===== src/rtl/ccm_ctr_unpad_pkg.sv =====
// Shared definitions for the CCM counter-mode unpadding path.
// Provides the FSM state encoding, AES block size and padded frame size.
package ccm_pkg;

    localparam int AES_BLOCK_BYTES = 16;

    typedef enum logic [1:0] {
        CCM_IDLE = 2'd0,
        CCM_KEEP = 2'd1,
        CCM_DROP = 2'd2
    } ccm_state_e;

    // Upstream always emits whole blocks, plus a full pad block when L is block aligned.
    function automatic logic [16:0] ccm_frame_bytes(input logic [15:0] len);
        logic [12:0] blocks;
        blocks = 13'(len >> 4) + 13'd1;
        return {blocks, 4'b0000};
    endfunction

endpackage


===== src/rtl/ccm_ctr_unpad_if.sv =====
// Byte stream bundle between ccm_ctr, the unpadder and its consumer.
// The ovf signal exists only when CCM_UNPAD_OVF_FLAG_EN is defined.
interface ccm_ctr_unpad_if #(
    parameter int WIDTH     = 8,
    parameter int WIDTH_LEN = 8
);
    logic [WIDTH-1:0]     in_data;
    logic                 in_en;
    logic [WIDTH_LEN-1:0] data_length;
    logic [WIDTH-1:0]     out_data;
    logic                 out_en;
    logic                 out_last;
    logic                 out_ready;
    logic                 frame_done;
`ifdef CCM_UNPAD_OVF_FLAG_EN
    logic                 ovf;
`endif

    modport slave (
        input  in_data, in_en, data_length, out_ready,
        output out_data, out_en, out_last, frame_done
`ifdef CCM_UNPAD_OVF_FLAG_EN
        , output ovf
`endif
    );

    modport master (
        output in_data, in_en, data_length, out_ready,
        input  out_data, out_en, out_last, frame_done
`ifdef CCM_UNPAD_OVF_FLAG_EN
        , input ovf
`endif
    );

endinterface


===== src/rtl/ccm_ctr_unpad_fifo.sv =====
// Show-ahead synchronous FIFO; the extra pointer MSB separates full from empty.
// A write while full is accepted only when a read frees a slot in the same cycle.
module ccm_sync_fifo #(
    parameter int DW    = 9,
    parameter int DEPTH = 16
) (
    input  logic          clk,
    input  logic          reset,
    input  logic          wr_en,
    input  logic [DW-1:0] wr_data,
    input  logic          rd_en,
    output logic [DW-1:0] rd_data,
    output logic          full,
    output logic          empty
);
    localparam int AW = $clog2(DEPTH);
    localparam logic [AW:0] PTR_ONE = (AW+1)'(1);

    logic [AW:0]   wr_ptr_reg;
    logic [AW:0]   rd_ptr_reg;
    logic [DW-1:0] mem_reg [DEPTH];
    logic          do_rd;
    logic          do_wr;

    assign empty   = (wr_ptr_reg == rd_ptr_reg);
    assign full    = (wr_ptr_reg[AW] != rd_ptr_reg[AW]) &&
                     (wr_ptr_reg[AW-1:0] == rd_ptr_reg[AW-1:0]);
    assign do_rd   = rd_en & ~empty;
    assign do_wr   = wr_en & (~full | do_rd);
    assign rd_data = mem_reg[rd_ptr_reg[AW-1:0]];

    always_ff @(posedge clk or negedge reset) begin
        if (!reset) begin
            wr_ptr_reg <= '0;
            rd_ptr_reg <= '0;
        end else begin
            if (do_wr) wr_ptr_reg <= wr_ptr_reg + PTR_ONE;
            if (do_rd) rd_ptr_reg <= rd_ptr_reg + PTR_ONE;
        end
    end

    always_ff @(posedge clk or negedge reset) begin
        if (!reset) begin
            for (int i = 0; i < DEPTH; i++) mem_reg[i] <= '0;
        end else if (do_wr) begin
            mem_reg[wr_ptr_reg[AW-1:0]] <= wr_data;
        end
    end

endmodule


===== src/rtl/ccm_ctr_unpad.sv =====
// Strips ccm_ctr zero padding, tags the final payload byte and buffers output.
// Define CCM_UNPAD_OVF_FLAG_EN to add the sticky ovf flag for dropped bytes.
module ccm_ctr_unpad
    import ccm_pkg::*;
#(
    parameter int WIDTH      = 8,
    parameter int WIDTH_LEN  = 8,
    parameter int FIFO_DEPTH = AES_BLOCK_BYTES
) (
    input logic            clk,
    input logic            reset,
    ccm_ctr_unpad_if.slave bus
);
    localparam int TW = WIDTH_LEN + 1;
    localparam logic [1:0] S_IDLE = CCM_IDLE;
    localparam logic [1:0] S_KEEP = CCM_KEEP;
    localparam logic [1:0] S_DROP = CCM_DROP;

    logic [1:0]           state_reg, state_next;
    logic [TW-1:0]        cnt_reg, cnt_next;
    logic [TW-1:0]        total_reg, total_next;
    logic [WIDTH_LEN-1:0] len_reg, len_next;
    logic                 frame_done_reg, frame_done_next;

    logic [TW-1:0]        total_in;
    logic [TW-1:0]        cnt_inc;
    logic [TW-1:0]        len_ext;
    logic                 push;
    logic                 push_last;
    logic                 pop;
    logic                 fifo_full;
    logic                 fifo_empty;
    logic [WIDTH:0]       fifo_head;

    // In IDLE the incoming byte is byte 1 and the length comes straight from the port.
    assign total_in = TW'(ccm_frame_bytes(16'(bus.data_length)));
    assign cnt_inc  = (state_reg == S_IDLE) ? TW'(1) : cnt_reg + TW'(1);
    assign len_ext  = (state_reg == S_IDLE) ? TW'(bus.data_length) : TW'(len_reg);

    always_comb begin
        state_next      = state_reg;
        cnt_next        = cnt_reg;
        total_next      = total_reg;
        len_next        = len_reg;
        frame_done_next = 1'b0;
        push            = 1'b0;
        push_last       = 1'b0;
        if (bus.in_en) begin
            cnt_next = cnt_inc;
            case (state_reg)
                S_IDLE: begin
                    len_next   = bus.data_length;
                    total_next = total_in;
                    if (bus.data_length == '0) begin
                        state_next = S_DROP;
                    end else begin
                        push       = 1'b1;
                        push_last  = (cnt_inc == len_ext);
                        state_next = push_last ? S_DROP : S_KEEP;
                    end
                end
                S_KEEP: begin
                    push      = 1'b1;
                    push_last = (cnt_inc == len_ext);
                    if (push_last) begin
                        if (cnt_inc == total_reg) begin
                            state_next      = S_IDLE;
                            frame_done_next = 1'b1;
                        end else begin
                            state_next = S_DROP;
                        end
                    end
                end
                S_DROP: begin
                    if (cnt_inc == total_reg) begin
                        state_next      = S_IDLE;
                        frame_done_next = 1'b1;
                    end
                end
                default: state_next = S_IDLE;
            endcase
        end
    end

    always_ff @(posedge clk or negedge reset) begin
        if (!reset) begin
            state_reg      <= S_IDLE;
            cnt_reg        <= '0;
            total_reg      <= '0;
            len_reg        <= '0;
            frame_done_reg <= 1'b0;
        end else begin
            state_reg      <= state_next;
            cnt_reg        <= cnt_next;
            total_reg      <= total_next;
            len_reg        <= len_next;
            frame_done_reg <= frame_done_next;
        end
    end

    assign pop = bus.out_en & bus.out_ready;

    ccm_sync_fifo #(
        .DW    (WIDTH + 1),
        .DEPTH (FIFO_DEPTH)
    ) u_fifo (
        .clk     (clk),
        .reset   (reset),
        .wr_en   (push),
        .wr_data ({push_last, bus.in_data}),
        .rd_en   (pop),
        .rd_data (fifo_head),
        .full    (fifo_full),
        .empty   (fifo_empty)
    );

    assign bus.out_data   = fifo_head[WIDTH-1:0];
    assign bus.out_en     = ~fifo_empty;
    assign bus.out_last   = fifo_head[WIDTH] & ~fifo_empty;
    assign bus.frame_done = frame_done_reg;

`ifdef CCM_UNPAD_OVF_FLAG_EN
    logic ovf_reg;

    always_ff @(posedge clk or negedge reset) begin
        if (!reset) begin
            ovf_reg <= 1'b0;
        end else if (push & fifo_full & ~pop) begin
            ovf_reg <= 1'b1;
        end
    end

    assign bus.ovf = ovf_reg;
`endif

endmodule


===== src/flat_wrapper.sv =====
// flat-port wrapper written by rule: the top's interface ports become plain ports
module ccm_ctr_unpad_flat import ccm_pkg::*;
#(
    parameter int WIDTH      = 8,
    parameter int WIDTH_LEN  = 8,
    parameter int FIFO_DEPTH = AES_BLOCK_BYTES
)
  (clk, reset, bus_in_data, bus_in_en, bus_data_length, bus_out_ready, bus_out_data, bus_out_en, bus_out_last, bus_frame_done);
  ccm_ctr_unpad_if #(.WIDTH(WIDTH), .WIDTH_LEN(WIDTH_LEN)) bus_i ();
  input logic clk;
  input logic reset;
  input wire logic [$bits(bus_i.in_data)-1:0] bus_in_data;
  input wire logic [$bits(bus_i.in_en)-1:0] bus_in_en;
  input wire logic [$bits(bus_i.data_length)-1:0] bus_data_length;
  input wire logic [$bits(bus_i.out_ready)-1:0] bus_out_ready;
  output wire logic [$bits(bus_i.out_data)-1:0] bus_out_data;
  output wire logic [$bits(bus_i.out_en)-1:0] bus_out_en;
  output wire logic [$bits(bus_i.out_last)-1:0] bus_out_last;
  output wire logic [$bits(bus_i.frame_done)-1:0] bus_frame_done;
  assign bus_i.in_data = bus_in_data;
  assign bus_i.in_en = bus_in_en;
  assign bus_i.data_length = bus_data_length;
  assign bus_i.out_ready = bus_out_ready;
  assign bus_out_data = bus_i.out_data;
  assign bus_out_en = bus_i.out_en;
  assign bus_out_last = bus_i.out_last;
  assign bus_frame_done = bus_i.frame_done;
  ccm_ctr_unpad #(.WIDTH(WIDTH), .WIDTH_LEN(WIDTH_LEN), .FIFO_DEPTH(FIFO_DEPTH)) u_core (.clk(clk), .reset(reset), .bus(bus_i));
endmodule

===== config.mk =====
export PLATFORM = sky130hd
export DESIGN_NAME = ccm_ctr_unpad_flat
export DESIGN_NICKNAME = d
export VERILOG_FILES = /design/src/rtl/ccm_ctr_unpad_pkg.sv /design/src/rtl/ccm_ctr_unpad_if.sv /design/src/rtl/ccm_ctr_unpad_fifo.sv /design/src/rtl/ccm_ctr_unpad.sv /design/src/flat_wrapper.sv
export SDC_FILE = /design/constraint.sdc
export NUM_CORES = 1
export LEC_CHECK = 0
export ABC_AREA = 1
export BUFFER_PORTS_ARGS = -buffer_cell sky130_fd_sc_hd__buf_2
export CORE_AREA = 2 2 196 198
export DETAILED_ROUTE_END_ITERATION = 8
export DIE_AREA = 0 0 198 200
export GPL_TIMING_DRIVEN = 0
export HOLD_SLACK_MARGIN = 0.05
export PLACE_DENSITY = 0.39
export SLEW_MARGIN = 20
export SYNTH_ARGS = -nofsm -noshare
export SYNTH_HDL_FRONTEND = slang
export SYNTH_SLANG_ARGS = --single-unit
export TNS_END_PERCENT = 30

===== constraint.sdc =====
create_clock -name clk -period 2.6 [get_ports clk]
set_input_delay 0.39 -clock clk [delete_from_list [all_inputs] [get_ports clk]]
set_output_delay 0.39 -clock clk [all_outputs]
set_load 0.01 [all_outputs]

==> run metrics, run 1 <==
crit-path leading delay family=compound AO/OA/AOI/OAI gates; initial antenna violation count=0; outcome=finished, violations left; most used cell, CP=o211ai_1; Remaining Overflow, GRT=0; area added between synthesis and finish=23.3%; placed inst area=approximately 10,000 um^2; Routed Wire Length=30,800 um; WHS=0.168 ns; Yosys Warn Count=0; Tmin final=2.66 ns; CTS Buf Count=17; syn avg cell area=between 8 and 9 um^2; Required @ worst endpoint=2.21 ns; Final Max Slew Viols=0; Post-DRT Antenna Nets=0; worst-margin pin slew=roughly 0.95 ns; post-synthesis cell count=around 1,100; share of layout cells above drive strength 1=19.5%; core area=roughly 37,000 um^2; Finished Cell Area=roughly 11,000 um^2; leakage=just over 5 nW; Arr. time, crit path=2.27 ns; Peak VDD IR=around 0.56 mV; Max transition margin=a little over a third; PnR worst setup slack=-0.0587 ns; std cell rows=just over 70; Main synth FF type=dfrtp_1; GR Util met3=under 10%; Netlist cell types=40; Clock Tree Root=clkbuf_16; pwr dens=1270 nW/um^2; CP startpoint kind=flip-flop; TritonCTS clock tree=done; commonest non-fill, non-tap cell in the layout=nand2_1; CP Max Fanout=6; syn_nets=roughly 1,200; DR pass1 iterations=5; GPL Wtd Cong=between 0.7 and 0.8; ys async rst share=100%; most frequent cells in the layout=nand2_1, dfrtp_1, nor2_1; die outline height=approximately 200 um; final setup fails=2; max-cap violations=0; via-per-instance ratio=4.56; full die area=between 30,000 and 40,000 um^2; met2 GRT Util=between 20% and 30%; H-Tree Level Count=4; first-pass GRT wire length=between 40,000 and 50,000 um; drt drc=0; Clock Latency Late Sink=about 0.45 ns; Tcrit/Tclk final=102%; failing checks=negative setup slack; vias in the first global route=just under 8,000; Starting Density=between 20% and 30%; DRT iter0 DRCs=roughly 530; GRT busiest layer=met2; Max Clock Freq=376 MHz; Detailed Place HPWL=about 22,000 um; I/O Pins=31; number of flip-flops in the largest register=about 140; largest net degree at the start of global routing=77; diode count=0; sequential area share after synthesis=between 40% and 50%; worst setup path class=reg -> out; CTS Buffer Depth=2; GRT Overall Usage=16.4%; input/output buffers=30; synthesized area=9310 um^2; Yosys reg bits=around 180; CTS clk-pin slew, worst paths=0.07 ns; CP cell instances=clkbuf_16 -> buf_12 -> o211ai_1 -> o311ai_4 -> o211ai_1 -> nand3_1 -> buf_2; worst min path class=in -> reg; Filler Cells Inserted=between 4,000 and 5,000; CTS sink cnt=~180; unrepaired setup endpoints after global routing=yes; met1 usage=a little under a quarter; WL/cell=between 15 and 20 um; EDFF count, synth=0; Die W=just under 200 um; Worst setup EP type=output pin; Worst Path Buf+Inv=3; Slowest Stage Delay on Critical Path=0.45 ns; Post-Route Skew=approximately 0.021 ns; Final Hold Viols=0; fin nets=1,226; total number of vias=~7,800; CP max stage cell=dfrtp_2
-- Yosys cell counts, drive strengths merged, types with 3 or more instances --
cell type	count	share of area, %
xor2	9	0.85
inv	100	4.3
clkbuf	34	1.4
nor3	6	0.32
o21bai	3	0.36
o311ai	8	0.75
xnor2	5	0.47
a21oi	16	0.86
o21ai	176	9.5
o32ai	23	2.2
o22ai	3	0.20
o221ai	6	0.56
o211ai	9	0.73
nor2	160	7.7
buf	27	2.8
nand4	13	0.87
nand2	279	12
ha	11	1.5
mux2i	5	0.54
nand3	57	3.9
dfrtp	179	48
clkinv	3	0.12
-- power breakdown --
part | internal, W | switching (W) | total [W]
Clock | 0.00152 | 0.00122 | 0.00274
Sequential | 0.00394 | 0.000733 | 0.00467
Combinational | 0.00274 | 0.00442 | 0.00716
Total | 0.00821 | 0.00637 | 0.0146
-- final timing paths --
path	start	end	slack [ns]	depth (start not counted)
setup / recovery	u_core.u_fifo.rd_ptr_reg[0]	bus_out_data[3]	-0.06	7
hold / removal	bus_in_data[3]	u_core.u_fifo.mem_reg[75]	0.17	3
setup reg to reg	u_core.u_fifo.rd_ptr_reg[0]	u_core.u_fifo.mem_reg[104]	0.19	13
hold reg to reg	u_core.u_fifo.mem_reg[17]	u_core.u_fifo.mem_reg[17]	0.48	2
max in group asynchronous	reset	u_core.u_fifo.mem_reg[50]	1.09	4
min in group asynchronous	reset	u_core.u_fifo.mem_reg[74]	0.44	2
-- through the flow --
| step | TNS, ns | instances | worst slack (ns) | util (%) | total power (W) |
|---|---|---|---|---|---|
| finish | -0.109 | 1719 | -0.0587 | 30.7 | 0.0146 |
| global route | -0.596 | 1719 | -0.111 | 30.7 | 0.0157 |
| CTS | -0.220 | 1713 | -0.0624 | 30.0 | 0.0143 |
| detailed placement | -5.71 | 1679 | -0.942 | 27.2 | 0.0107 |
| global placement | -413.79 | 1677 | -2.30 | 27.0 | 0.0106 |
| floorplan | 0 | 1136 | 0.553 | - | 0.00852 |
-- routing by layer --
layer	wire length [um]	vias up
met5	0	-
met4	456	0
met1	15200	3852
li1	-	3850
met3	978	24
met2	14200	116
-- worst reg2reg max path, stage by stage (launching register included) --
cell,delay [ns]
dfrtp_2,0.45
buf_4,0.16
xnor2_1,0.14
nand4_1,0.21
nor2_4,0.24
inv_2,0.08
nand2_4,0.12
nand3b_2,0.11
nand2_4,0.12
buf_6,0.19
nor2_2,0.07
inv_2,0.16
buf_6,0.18
o21ai_1,0.08
-- cell type report --
cell class | instances | area, um^2 | share of cell area, %
Buffer | 61 | 591 | 5.15
Clock buffer | 18 | 429 | 3.74
Multi-Input combinational cell | 793 | 4380 | 38.2
Tap cell | 511 | 639 | 5.57
Inverter | 103 | 433 | 3.77
Clock inverter | 14 | 176 | 1.54
Timing Repair Buffer | 40 | 342 | 2.98
Sequential cell | 179 | 4480 | 39.1
-- cells by family (layout without fill, tap and decap cells) --
kind of cell             Yosys count  in the layout  synth area share (%)
AO/OA/AOI/OAI                    246            246                  15.2
XOR/XNOR                          14             14                  1.32
buffers and inverters            164            236                  8.70
multiplexers                       6              6                 0.659
AND/OR/NAND/NOR                  516            516                  24.5
flip-flops                       179            179                  48.1
adder cells (fa/ha/maj)           11             11                  1.48
-- timing repair --
action / CTS / global route
hold buffers: 1 / 0
gates cloned: 0 / 3
resized for setup: 102 / 64
setup endpoints to repair: 9 / 125
hold endpoints to repair: 51 / 0
pin swaps: 14 / 19
setup buffers: 1 / 3
Note: power is estimated with default switching activity, not from simulation.
==> inputs of run 2 (changes only) <==
--- a/config.mk
+++ b/config.mk
@@ -13,6 +13,7 @@
 export GPL_TIMING_DRIVEN = 0
 export HOLD_SLACK_MARGIN = 0.05
 export PLACE_DENSITY = 0.39
+export RECOVER_POWER = 50
 export SLEW_MARGIN = 20
 export SYNTH_ARGS = -nofsm -noshare
 export SYNTH_HDL_FRONTEND = slang
==> run 2 against run 1 <==
- the flow still finishes with violations (negative setup slack)
- flip-flop and latch count stayed put
- largest power group unchanged
- clock skew stayed put
- critical path type unchanged
- global-route usage stayed put
- non-clock buffer count stayed put
- largest cell class unchanged
- setup slack hardly changed
- sequential share of layout area is 0.077 points higher
- worst hold slack stayed put
- clock power hardly changed
- cell count stayed put
- via count hardly changed
- first-iteration DRC count stayed put
- critical endpoint unchanged
==> run metrics, run 2 (synthesis results as in run 1) <==
initial antenna violation count=0; final setup fails=2; commonest non-fill, non-tap cell in the layout=nand2_1; Max transition margin=under 10%; Final Max Slew Viols=0; Starting Density=between 20% and 30%; diode count=0; CP Max Fanout=6; share of layout cells above drive strength 1=between 10% and 20%; largest net degree at the start of global routing=77; area added between synthesis and finish=23.0%; first-pass GRT wire length=between 40,000 and 50,000 um; Tcrit/Tclk final=102%; Die W=198 um; Remaining Overflow, GRT=0; H-Tree Level Count=4; CP max stage cell=dfrtp_2; input/output buffers=30; TritonCTS clock tree=done; outcome=finished, violations left; HP Start=bus_in_data[3]; Worst R2R Start=u_core.cnt_reg[0]; total number of vias=roughly 7,800; WL/cell=17.9 um; most frequent cells in the layout=nand2_1, dfrtp_1, nor2_1; Peak VDD IR=roughly 0.56 mV; number of flip-flops in the largest register=144; CTS clk-pin slew, worst paths=0.07 ns; worst min path class=in -> reg; Post-DRT Antenna Nets=0; pwr dens=~1300 nW/um^2; Total Neg Setup Slack=-0.107 ns; Worst Setup SP=u_core.u_fifo.rd_ptr_reg[0]; drt drc=0; Post-Route Skew=a little over 0.02 ns; DRT iter0 DRCs=roughly 530; CTS Buffer Depth=2; CTS Buf Count=17; die outline height=200 um; Required @ worst endpoint=2.21 ns; Arr. time, crit path=between 2 and 2.5 ns; CP cell instances=clkbuf_16 -> buf_12 -> o211ai_1 -> o311ai_4 -> o211ai_1 -> nand3_1 -> buf_2; GPL Wtd Cong=0.800; area of the multi-input gates=4380 um^2; Final Hold Viols=0; Slowest Stage Delay on Critical Path=0.45 ns; PnR worst setup slack=-0.0587 ns; full die area=between 30,000 and 40,000 um^2; core area=37,400 um^2; failing checks=negative setup slack; worst setup path class=reg -> out; DR pass1 iterations=5; CP startpoint kind=flip-flop; fin nets=~1,200; CTS sink cnt=approximately 180; Max Clock Freq=approximately 380 MHz; Clock Tree Root=clkbuf_16; FF/Latch Area=between 4000 and 5000 um^2; GRT Overall Usage=16.4%; via-per-instance ratio=between 4 and 5; I/O Pins=31; vias in the first global route=between 7,000 and 8,000; Clock Latency Late Sink=about 0.45 ns; most used cell, CP=o211ai_1; worst-margin pin slew=between 1 and 1.5 ns; Tmin final=between 2 and 3 ns; std cell rows=just over 70; Worst setup EP type=output pin; unrepaired setup endpoints after global routing=yes; Filler Cells Inserted=4,020; leakage=around 5 nW; total power=~0.015 W; Detailed Place HPWL=between 20,000 and 25,000 um; Routed Wire Length=approximately 30,000 um; max-cap violations=0
[run 2: repair_timing]
action | CTS | global route
gates cloned | 0 | 3
resized for setup | 102 | 64
endpoints found under the setup margin | 9 | 125
pin swaps | 14 | 19
buffers inserted | 1 | 3
hold buffers | 1 | 0
endpoints found under the hold margin | 51 | 0
[run 2: layout make-up]
cell class                 count  share of cell area (%)
clock buffer                  18                    3.75
inverter                     103                    3.78
multi-input combinational    793                    38.2
timing repair buffer          40                    2.81
clock inverter                14                    1.54
tap                          511                    5.58
sequential                   179                    39.1
buffer                        61                    5.16
[run 2: layer usage]
layer | track usage, % | vias to the layer above | part of all wire, %
met1 | 22.8 | 3849 | 49
li1 | - | 3851 | -
met2 | 26.2 | 114 | 46
met4 | 3.95 | 0 | 1.5
met3 | 3.11 | 24 | 3.2
met5 | 0 | - | 0
[run 2: metrics by stage]
stage               hold slack [ns]  cell area (um^2)  setup slack (ns)  utilization, %  std cells
floorplan                    0.0944              9310             0.553               -       1136
global placement              0.461             10100             -2.30            27.0       1677
detailed placement            0.338             10200            -0.942            27.2       1679
CTS                           0.149             11200           -0.0624            30.0       1713
global route                  0.170             11400            -0.111            30.6       1719
finish                        0.168             11400           -0.0587            30.6       1719
[run 2: critical path, delay by kind of cell (launching register included)]
family	cells	cell delay, ns
AO/OA/AOI/OAI	3	0.70
flip-flops	1	0.45
buffers and inverters	3	0.48
AND/OR/NAND/NOR	1	0.19
[run 2: final timing paths]
kind,slack [ns],cells after the start,to
worst max-delay path,-0.06,7,bus_out_data[3]
worst min-delay path,0.17,3,u_core.u_fifo.mem_reg[75]
worst max register to register,0.15,15,u_core.u_fifo.mem_reg[71]
worst min register to register,0.48,2,u_core.u_fifo.mem_reg[17]
max in group asynchronous,0.41,4,u_core.u_fifo.mem_reg[50]
min in group asynchronous,0.80,2,u_core.u_fifo.mem_reg[74]
[run 2: where the power goes]
group | internal (W) | switching [W]
logic | 0.00274 | 0.00442
clock network | 0.00152 | 0.00122
registers | 0.00394 | 0.000731
